$ cat src/rtl/axi_rr_burst_arbiter.sv
// Round-robin bridge from N SRAM-like masters onto a single AXI3 master port.
// One transaction in flight; reads may be cache-line INCR bursts.
module axi_rr_burst_arbiter #(
  parameter int unsigned N_MASTERS  = 2,
  parameter int unsigned LINE_WORDS = 8
) (
  input  logic                   aclk,
  input  logic                   aresetn,
  input  logic [N_MASTERS-1:0]   m_req,
  input  logic [N_MASTERS-1:0]   m_wr,
  input  logic [N_MASTERS-1:0]   m_burst,
  input  logic [2*N_MASTERS-1:0] m_size,
  input  logic [32*N_MASTERS-1:0] m_addr,
  input  logic [32*N_MASTERS-1:0] m_wdata,
  output logic [N_MASTERS-1:0]   m_addr_ok,
  output logic [N_MASTERS-1:0]   m_data_ok,
  output logic                   m_last,
  output logic [31:0]            m_rdata,
  output logic [3:0]             arid,
  output logic [31:0]            araddr,
  output logic [7:0]             arlen,
  output logic [2:0]             arsize,
  output logic                   arvalid,
  input  logic                   arready,
  input  logic [31:0]            rdata,
  input  logic                   rlast,
  input  logic                   rvalid,
  output logic                   rready,
  output logic [31:0]            awaddr,
  output logic [2:0]             awsize,
  output logic                   awvalid,
  input  logic                   awready,
  output logic [31:0]            wdata,
  output logic [3:0]             wstrb,
  output logic                   wvalid,
  input  logic                   wready,
  input  logic                   bvalid,
  output logic                   bready
);

  localparam int unsigned IdxW = (N_MASTERS > 1) ? $clog2(N_MASTERS) : 1;
  localparam int unsigned SumW = IdxW + 2;
  localparam logic [31:0] LineMask = ~(32'(LINE_WORDS * 4) - 32'd1);

  typedef enum logic [2:0] {StIdle, StAr, StR, StAwW, StB} state_e;

  state_e          state_q, state_d;
  logic [IdxW-1:0] ptr_q, ptr_d;
  logic [IdxW-1:0] idx_q, idx_d;
  logic            burst_q, burst_d;
  logic [1:0]      size_q, size_d;
  logic [31:0]     addr_q, addr_d;
  logic [31:0]     wdata_q, wdata_d;
  logic [31:0]     rdata_q, rdata_d;
  logic            aw_done_q, aw_done_d;
  logic            w_done_q, w_done_d;

  logic [2*N_MASTERS-1:0] req_dbl;
  logic [N_MASTERS-1:0]   req_rot;
  logic                   grant_valid;
  logic [IdxW-1:0]        grant_off;
  logic [IdxW-1:0]        grant_idx;
  logic [SumW-1:0]        grant_sum;

  // Rotate requests so bit 0 is master ptr+1; the lowest set bit wins.
  always_comb begin
    req_dbl     = {m_req, m_req};
    req_rot     = N_MASTERS'(req_dbl >> ({1'b0, ptr_q} + 1'b1));
    grant_valid = 1'b0;
    grant_off   = '0;
    for (int i = int'(N_MASTERS) - 1; i >= 0; i--) begin
      if (req_rot[i]) begin
        grant_valid = 1'b1;
        grant_off   = IdxW'(i);
      end
    end
    grant_sum = SumW'(ptr_q) + SumW'(grant_off) + SumW'(1);
    if (grant_sum >= SumW'(N_MASTERS)) begin
      grant_sum = grant_sum - SumW'(N_MASTERS);
    end
    grant_idx = IdxW'(grant_sum);
  end

  always_comb begin
    state_d   = state_q;
    ptr_d     = ptr_q;
    idx_d     = idx_q;
    burst_d   = burst_q;
    size_d    = size_q;
    addr_d    = addr_q;
    wdata_d   = wdata_q;
    rdata_d   = rdata_q;
    aw_done_d = aw_done_q;
    w_done_d  = w_done_q;
    m_addr_ok = '0;
    m_data_ok = '0;
    m_last    = 1'b0;
    m_rdata   = rdata_q;
    arvalid   = 1'b0;
    rready    = 1'b0;
    awvalid   = 1'b0;
    wvalid    = 1'b0;
    bready    = 1'b0;

    unique case (state_q)
      StIdle: begin
        if (grant_valid) begin
          m_addr_ok = N_MASTERS'(1) << grant_idx;
          ptr_d     = grant_idx;
          idx_d     = grant_idx;
          burst_d   = m_burst[grant_idx] & ~m_wr[grant_idx];
          size_d    = m_size[2*grant_idx +: 2];
          addr_d    = m_addr[32*grant_idx +: 32];
          wdata_d   = m_wdata[32*grant_idx +: 32];
          aw_done_d = 1'b0;
          w_done_d  = 1'b0;
          state_d   = m_wr[grant_idx] ? StAwW : StAr;
        end
      end
      StAr: begin
        arvalid = 1'b1;
        if (arready) state_d = StR;
      end
      StR: begin
        rready = 1'b1;
        if (rvalid) begin
          m_data_ok = N_MASTERS'(1) << idx_q;
          m_rdata   = rdata;
          m_last    = rlast;
          rdata_d   = rdata;
          if (rlast) state_d = StIdle;
        end
      end
      StAwW: begin
        // AW and W complete independently; sticky flags remember each handshake.
        awvalid   = ~aw_done_q;
        wvalid    = ~w_done_q;
        aw_done_d = aw_done_q | (awvalid & awready);
        w_done_d  = w_done_q | (wvalid & wready);
        if (aw_done_d && w_done_d) state_d = StB;
      end
      StB: begin
        bready = 1'b1;
        if (bvalid) begin
          m_data_ok = N_MASTERS'(1) << idx_q;
          m_last    = 1'b1;
          state_d   = StIdle;
        end
      end
      default: state_d = StIdle;
    endcase
  end

  always_ff @(posedge aclk or negedge aresetn) begin
    if (!aresetn) begin
      state_q   <= StIdle;
      ptr_q     <= IdxW'(N_MASTERS - 1);
      idx_q     <= '0;
      burst_q   <= 1'b0;
      size_q    <= '0;
      addr_q    <= '0;
      wdata_q   <= '0;
      rdata_q   <= '0;
      aw_done_q <= 1'b0;
      w_done_q  <= 1'b0;
    end else begin
      state_q   <= state_d;
      ptr_q     <= ptr_d;
      idx_q     <= idx_d;
      burst_q   <= burst_d;
      size_q    <= size_d;
      addr_q    <= addr_d;
      wdata_q   <= wdata_d;
      rdata_q   <= rdata_d;
      aw_done_q <= aw_done_d;
      w_done_q  <= w_done_d;
    end
  end

  assign arid   = 4'(idx_q);
  assign araddr = burst_q ? (addr_q & LineMask) : addr_q;
  assign arlen  = burst_q ? 8'(LINE_WORDS - 1) : 8'd0;
  assign arsize = burst_q ? 3'd2 : {1'b0, size_q};
  assign awaddr = addr_q;
  assign awsize = {1'b0, size_q};
  assign wdata  = wdata_q;

  always_comb begin
    case (size_q)
      2'd0:    wstrb = 4'b0001 << addr_q[1:0];
      2'd1:    wstrb = 4'b0011 << {addr_q[1], 1'b0};
      default: wstrb = 4'b1111;
    endcase
  end

endmodule
$ cat config.mk
export PLATFORM = sky130hd
export DESIGN_NAME = axi_rr_burst_arbiter
export DESIGN_NICKNAME = d
export VERILOG_FILES = /design/src/rtl/axi_rr_burst_arbiter.sv
export SDC_FILE = /design/constraint.sdc
export NUM_CORES = 1
export LEC_CHECK = 0
export ABC_AREA = 0
export CAP_MARGIN = 20
export CORE_ASPECT_RATIO = 0.6
export CORE_MARGIN = 2
export CORE_UTILIZATION = 35
export DETAILED_ROUTE_END_ITERATION = 7
export PLACE_DENSITY = 0.83
export REMOVE_ABC_BUFFERS = 1
export SLEW_MARGIN = 20
export SYNTH_ARGS = -nofsm -noshare
export SYNTH_HDL_FRONTEND = slang
export SYNTH_SLANG_ARGS = --single-unit
export TNS_END_PERCENT = 10
$ cat constraint.sdc
create_clock -name aclk -period 2.3 [get_ports aclk]
set_clock_uncertainty 0.15 [all_clocks]
set_input_delay 0.575 -clock aclk [delete_from_list [all_inputs] [get_ports aclk]]
set_output_delay 0.575 -clock aclk [all_outputs]
set_load 0.05 [all_outputs]
==> summary.txt, run 1 <==
Worst setup path
  – Crit. End Element: output pin
  – CP Max Fanout: 7
  – Worst setup SP type: flop
  – Worst EP arrival: 1990 ps
  – Reg2Reg Setup Slack: 350 ps
  – Critical path type: reg2out
  – WP data required: 1570 ps

Outcome
  – Failing checks: DRC, setup timing
  – Status: complete, but fails checks

Route
  – Drt first pass iters: 8
  – Residual DRC count: 8
  – Final WL: 18.1 mm
  – Vias per cell: 5.14
  – Via Count: 4575
  – Post-route ant nets: 0
  – Wirelength per Cell: 20.3 um
  – Initial DRC Count: 446

Layout
  – Area of the multi-input gates: 1590 um2
  – Nets: 893
  – Antenna Cells: 0
  – Most frequent cells in the layout: 215 x clkdlybuf4s50_1, 105 x dfrtp_1, 68 x inv_1
  – Area grow syn2layout: 87.6%
  – Most common cell after layout, fill and taps aside: clkdlybuf4s50_1
  – Layout filler cell count: 913
  – Area occupied by registers: 2650 um2
  – Layout cell share with drive strength beyond 1: 23.3%

Place
  – Hpwl dp: 12.9 mm
  – Port Buffers: 327
  – Final GP Congestion: 0.833
  – Pre-CTS setup slack: -471 ps

Power and ir drop
  – Max VDD drop: 1.31 mV
  – Net Switching: 8.33 mW
  – LEAKAGE: 4.55 nW
  – Clock power share: 9.4%
  – Gate power share: 69.9%
  – Power, Total: 16.2 mW
  – Sequential share of power: 20.7%
  – Internal Power: 7.88 mW
  – P per Cell Area: 1810 nW/um2
  – Net Sw Frac: 51.4%

Global routing
  – Total grt overflow: 0
  – Pin count of the biggest net entering global routing: 55
  – Initial antenna violation count: 0
  – Vias in the first global route: 4862
  – First-pass GRT wire length: 26.9 mm
  – Total track usage: 23.8%

Synthesis
  – Yosys warns: 0
  – Cell area after synthesis: 4760 um2
  – Number of synthesized register bits: 106
  – Synth unique cells: 36
  – Avg Cell Area, Syn: 11.8 um2
  – Seq/Total Area, Yosys: 55.7%
  – Syn Inst Count: 403

Timing
  – Max frequency: 369 MHz
  – Worst-margin pin slew: 556 ps
  – Setup tns final: -12430 ps
  – Final period util: 118%
  – Final Hold Viols: 0
  – Post-route setup slack: -411 ps
  – Slew margin rel.: 62.8%
  – Max Slew Vio Count: 0
  – Final setup fails: 36
  – Unrepaired setup endpoints after global routing: yes
  – Minimum clock period: 2710 ps

Floorplanning
  – Die Y: 94.4 um
  – Chip width: 155 um
  – Die area: 14600 um2
  – I/O pin count: 338
  – Row cnt: 32
  – Core region area: 13100 um2
  – Initial Util: 36.5%

Clock tree
  – # clock sinks: 106
  – CTS root buf: clkbuf_16
  – Worst-skew pair later-pin latency: 330 ps
  – # H-tree levels: 3
  – TritonCTS clock tree: done
  – Num CTS Buffers: 9
  – Clock buffer depth: 2
  – Clk slew on worst S/H paths: 70 ps

Hold path
  – Worst hold path class: reg2reg

Flow run
  – Max Cap Viol: 0
==> metrics by stage <==
step / instances / utilization (%) / instance area [um2] / hold slack (ps)
floorplan: 342 / - / 4330 / 129
global placement: 863 / 61.9 / 8080 / 297
detailed placement: 863 / 61.9 / 8080 / 300
CTS: 888 / 67.6 / 8830 / 358
global route: 890 / 68.5 / 8940 / 374
finish: 890 / 68.5 / 8940 / 357
==> layout make-up <==
cell class	instances	share of cell area, %
Multi-Input combinational cell	168	17.8
Tap cell	170	2.38
Inverter	68	2.86
Clock inverter	6	0.644
Sequential cell	106	29.7
Clock buffer	10	2.67
Timing Repair Buffer	362	43.9
==> flip-flops by register name, summed over array words and instances, names as in the netlist <==
register   count
ptr_q          1
aw_done_q      1
size_q         2
wdata         32
awaddr        32
rdata_q       32
w_done_q       1
idx_q          1
state_q        3
burst_q        1
==> per-layer routing <==
layer,track usage [%],vias up,wire length [um]
met5,0,-,0
met4,5.79,0,256
met3,6.93,20,1270
met2,43.2,213,9510
met1,28.3,2302,7080
li1,-,2040,-
==> worst max-delay path, stage by stage, from the launching register on <==
cell     delay, ps
dfrtp_1        400
nor2b_2        130
nor2b_4        160
and2_4         190
buf_6          140
buf_16         140
mux2_4         330
buf_8          160
==> logic make-up after synthesis <==
| group | after synthesis | synth area share (%) |
|---|---|---|
| DFF | 106 | 55.7 |
| AOI/OAI and AO/OA | 89 | 17.1 |
| and+or+nand+nor | 37 | 4.46 |
| buffers and inverters | 138 | 15.1 |
| other | 1 | 0.0787 |
| muxes | 32 | 7.56 |
==> cells in the mapped netlist, drive strengths merged <==
| cell | count | share of area (%) |
|---|---|---|
| a21o | 4 | 0.63 |
| mux2 | 32 | 7.6 |
| a21oi | 3 | 0.32 |
| nor3 | 1 | 0.21 |
| or4b | 1 | 0.21 |
| nand2 | 4 | 0.32 |
| dfrtp | 105 | 55 |
| a32oi | 1 | 0.18 |
| or3 | 1 | 0.13 |
| a22o | 1 | 0.18 |
| nor2b | 9 | 1.2 |
| nand3b | 1 | 0.16 |
| o21a | 1 | 0.16 |
| a31oi | 3 | 0.39 |
| and3 | 1 | 0.13 |
| o22ai | 1 | 0.13 |
| or2 | 1 | 0.13 |
| conb | 1 | 0.079 |
| o21bai | 2 | 0.32 |
| nor2 | 9 | 0.71 |
| a21boi | 1 | 0.16 |
| clkbuf | 13 | 1.0 |
| dfstp | 1 | 0.55 |
| a222oi | 66 | 14 |
| inv | 68 | 5.4 |
| nor3b | 2 | 0.32 |
| o21ai | 5 | 0.53 |
| a32o | 1 | 0.21 |
| nand2b | 4 | 0.53 |
| buf | 57 | 8.7 |
| and2 | 3 | 0.39 |
==> power groups by stage <==
stage	clock network [mW]	registers, mW	logic [mW]
5_1_grt	1.65	3.45	11.8
3_3_place_gp	0	3.29	10.1
6_report	1.53	3.36	11.3
2_1_floorplan	0	6.05	3.66
3_5_place_dp	0	3.34	10.3
4_1_cts	1.57	3.35	11.3
==> worst paths after layout <==
path                       startpoint          end  depth (start not counted)
max                        state_q[2]  m_rdata[28]                          7
min                         wdata[29]    wdata[29]                          2
max reg2reg                state_q[2]   awaddr[24]                          7
min reg2reg                 wdata[29]    wdata[29]                          2
max in group asynchronous     aresetn        ptr_q                          3
min in group asynchronous     aresetn  rdata_q[20]                          2
==> what timing repair did <==
item,4_1_cts,5_1_grt
pin swaps,4,1
hold buffers,1,0
endpoints found under the hold margin,13,0
endpoints found under the setup margin,45,75
buffers inserted,5,2
gates cloned,3,0
resized for setup,128,38
(Power assumes the default switching activity.)
==> run 2: changes to the inputs <==
--- a/config.mk
+++ b/config.mk
@@ -7,11 +7,12 @@
 export LEC_CHECK = 0
 export ABC_AREA = 0
 export CAP_MARGIN = 20
-export CORE_ASPECT_RATIO = 0.6
-export CORE_MARGIN = 2
-export CORE_UTILIZATION = 35
+export CORE_AREA = 2 2 133 135
+export CTS_BUF_LIST = sky130_fd_sc_hd__clkbuf_8
 export DETAILED_ROUTE_END_ITERATION = 7
-export PLACE_DENSITY = 0.83
+export DIE_AREA = 0 0 135 137
+export GPL_ROUTABILITY_DRIVEN = 0
+export PLACE_DENSITY = 0.69
 export REMOVE_ABC_BUFFERS = 1
 export SLEW_MARGIN = 20
 export SYNTH_ARGS = -nofsm -noshare
==> run 2 against run 1 <==
The run ends with setup timing left. Routed wire length is 2.0% lower. Clock-buffer cell count did not move. Total power is 6.3% lower. Cell count grew 5.7%. Combinational power decreased by 5%. Clock power fell by 22%. First-iteration DRC count up 2.7%. Setup slack improved by 7.0 ps. Flip-flop and latch count unchanged.
==> summary.txt, run 2 (same netlist as run 1, synthesis figures left out) <==
Worst setup path
  – Worst setup path end: m_rdata[9]
  – Worst setup SP type: flop
  – WP data required: 1570 ps (about the same)
  – Worst R2R Path Depth: 7 (unchanged)
  – CP Max Fanout: 9 (+2)
  – Worst EP arrival: 1980 ps (about the same)
  – Crit. End Element: output pin
  – Slowest stage delay, CP: 400 ps (about the same)
  – Reg2Reg Setup Slack: 290 ps (-60 ps)
  – Critical R2R Launch: state_q[2]
  – Slowest cell on the critical path: dfrtp_1
  – CP startpoint: state_q[2]
  – Critical path type: reg2out
  – Critical R2R Capture: awaddr[9]
  – Worst-path cell chain: nor2b_2 > nor2b_4 > and2_4 > buf_12 > mux2_2 > buf_6

Power and ir drop
  – P per Cell Area: 1750 nW/um2 (-3.2%)
  – Max VDD drop: 1.27 mV (-3.4%)
  – LEAKAGE: 4.28 nW (-6.0%)
  – Power, Total: 15.2 mW (-6.3%)

Timing
  – Slew margin rel.: 63.9% (+1.1 points)
  – Minimum clock period: 2700 ps (-7.04 ps)
  – Post-route setup slack: -404 ps (+7.04 ps)
  – Max frequency: 370 MHz (+0.26%)
  – Worst-margin pin slew: 544 ps (-11.9 ps)
  – Final Hold Viols: 0 (unchanged)
  – Final setup fails: 37 (+2.8%)
  – Unrepaired setup endpoints after global routing: yes
  – Worst hold margin: 359 ps (+2.29 ps)
  – Max Slew Vio Count: 0 (unchanged)
  – Final period util: 118% (-0.31 points)

Clock tree
  – Worst-skew pair later-pin latency: 370 ps (+40 ps)
  – TritonCTS clock tree: done
  – CTS root buf: clkbuf_8
  – Clk slew on worst S/H paths: 110 ps (+40 ps)
  – # H-tree levels: 3 (unchanged)
  – Clock buffer depth: 2 (unchanged)
  – # clock sinks: 106 (unchanged)
  – Num CTS Buffers: 9 (unchanged)

Layout
  – Most frequent cells in the layout: 175 x clkdlybuf4s50_1, 105 x dfrtp_1, 69 x inv_1
  – Post-Layout Inst Area: 8660 um2 (-3.1%)
  – Area occupied by registers: 2650 um2 (unchanged)
  – Nets: 889 (-0.45%)
  – Area of the multi-input gates: 1570 um2 (-1.3%)
  – Layout cell share with drive strength beyond 1: 24.9% (+1.5 points)
  – Layout filler cell count: 1513 (+66%)
  – Antenna Cells: 0 (unchanged)
  – Area grow syn2layout: 81.7%
  – Most common cell after layout, fill and taps aside: clkdlybuf4s50_1

Flow run
  – Max Cap Viol: 0 (unchanged)

Global routing
  – Gr busiest metal: met2
  – M2 GR Usage: 31.9% (-11 points)
  – Pin count of the biggest net entering global routing: 55 (unchanged)
  – Vias in the first global route: 4594 (-5.5%)
  – Met3 usage: 5.48% (-1.4 points)
  – Total grt overflow: 0 (unchanged)
  – Initial antenna violation count: 0 (unchanged)
  – First-pass GRT wire length: 25.3 mm (-6.0%)
  – Total track usage: 18.0% (-5.9 points)
  – Met1 global-route usage: 19.9% (-8.4 points)

Hold path
  – Worst hold path depth: 2 (unchanged)
  – Worst hold path class: reg2reg

Floorplanning
  – Die area: 18500 um2 (+27%)
  – Chip width: 135 um (-13%)
  – Die Y: 137 um (+45%)
  – Core region area: 17100 um2 (+31%)
  – Row cnt: 48 (+50%)
  – Initial Util: 27.9% (-8.6 points)
  – I/O pin count: 338 (unchanged)

Route
  – Vias per cell: 4.82 (-6.3%)
  – Via Count: 4532 (-0.94%)
  – Drt first pass iters: 8 (unchanged)
  – Post-route ant nets: 0 (unchanged)
  – Initial DRC Count: 458 (+2.7%)
  – Final WL: 17.8 mm (-2.0%)
  – Wirelength per Cell: 18.9 um (-7.3%)
  – Residual DRC count: 0 (-8)

Outcome
  – Status: complete, but fails checks
  – Failing checks: setup timing

Place
  – Hpwl dp: 12.8 mm (-1.0%)
  – Area post-placement: 8160 um2 (+1.0%)
  – Port Buffers: 327 (unchanged)
==> run 2: cell types whose count changed in the layout (fill, tap and decap cells not counted), moves of 16 or more <==
| cell | delta |
|---|---|
| dlygate4sd2_1 | +53 |
| clkdlybuf4s50_1 | -40 |
| buf_6 | +16 |
| dlymetal6s2s_1 | -26 |
| buf_8 | -16 |
==> run 2: timing repair <==
item	CTS	global route
pin swaps	3	2
cloned	1	2
endpoints found under the setup margin	101	46
buffers inserted	0	2
gates resized for setup	130	39
hold buffers	1	0
endpoints found under the hold margin	30	0
==> run 2: per-layer routing <==
layer  wire, um  share of wire [%]
met2       9020                 51
met5          0                  0
met1       6350                 36
met4        523                2.9
met3       1850                 10
==> run 2: power breakdown <==
group,switching [mW],internal (mW)
clock network,0.656,0.536
logic,6.87,3.79
registers,0.567,2.77
==> run 2: worst max-delay path, delay by kind of cell, from the launching register on <==
kind	cells	cell delay (ps)
and+or+nand+nor	3	530
DFF	1	400
muxes	1	360
buffers and inverters	2	310
==> run 2: how the worst min path moves through the flow <==
stage                     start          end  slack [ps]
finish                wdata[19]    wdata[19]         360
global route         rdata_q[4]   rdata_q[4]         380
CTS                   wdata[19]    wdata[19]         370
detailed placement  rdata_q[13]  rdata_q[13]         320
global placement    rdata_q[17]  rdata_q[17]         320
floorplan               aresetn    aw_done_q         130
==> run 2: through the flow <==
step / setup TNS (ps) / setup WS (ps) / cells / utilization [%]
final: -13100 / -404 / 941 / 50.8
after global routing: -16530 / -494 / 941 / 50.8
after CTS: -14360 / -450 / 937 / 49.8
after detailed placement: -25150 / -470 / 919 / 47.9
after global placement: -21530 / -429 / 919 / 47.9
after floorplan: -155070 / -1430 / 342 / -
==> run 2: cell type report <==
type / count / area share (%)
clock buffer: 10 / 1.59
clock inverter: 6 / 0.737
inverter: 68 / 2.95
multi-input combinational: 168 / 18.2
sequential: 106 / 30.6
tap: 225 / 3.25
timing repair buffer: 358 / 42.7
==> run 3: changes to the inputs <==
--- a/config.mk
+++ b/config.mk
@@ -14,7 +14,6 @@
 export GPL_ROUTABILITY_DRIVEN = 0
 export PLACE_DENSITY = 0.69
 export REMOVE_ABC_BUFFERS = 1
-export SLEW_MARGIN = 20
 export SYNTH_ARGS = -nofsm -noshare
 export SYNTH_HDL_FRONTEND = slang
 export SYNTH_SLANG_ARGS = --single-unit
==> results of run 3 <==
Same layout as run 2: the final DEF is identical, and so are final timing and power.
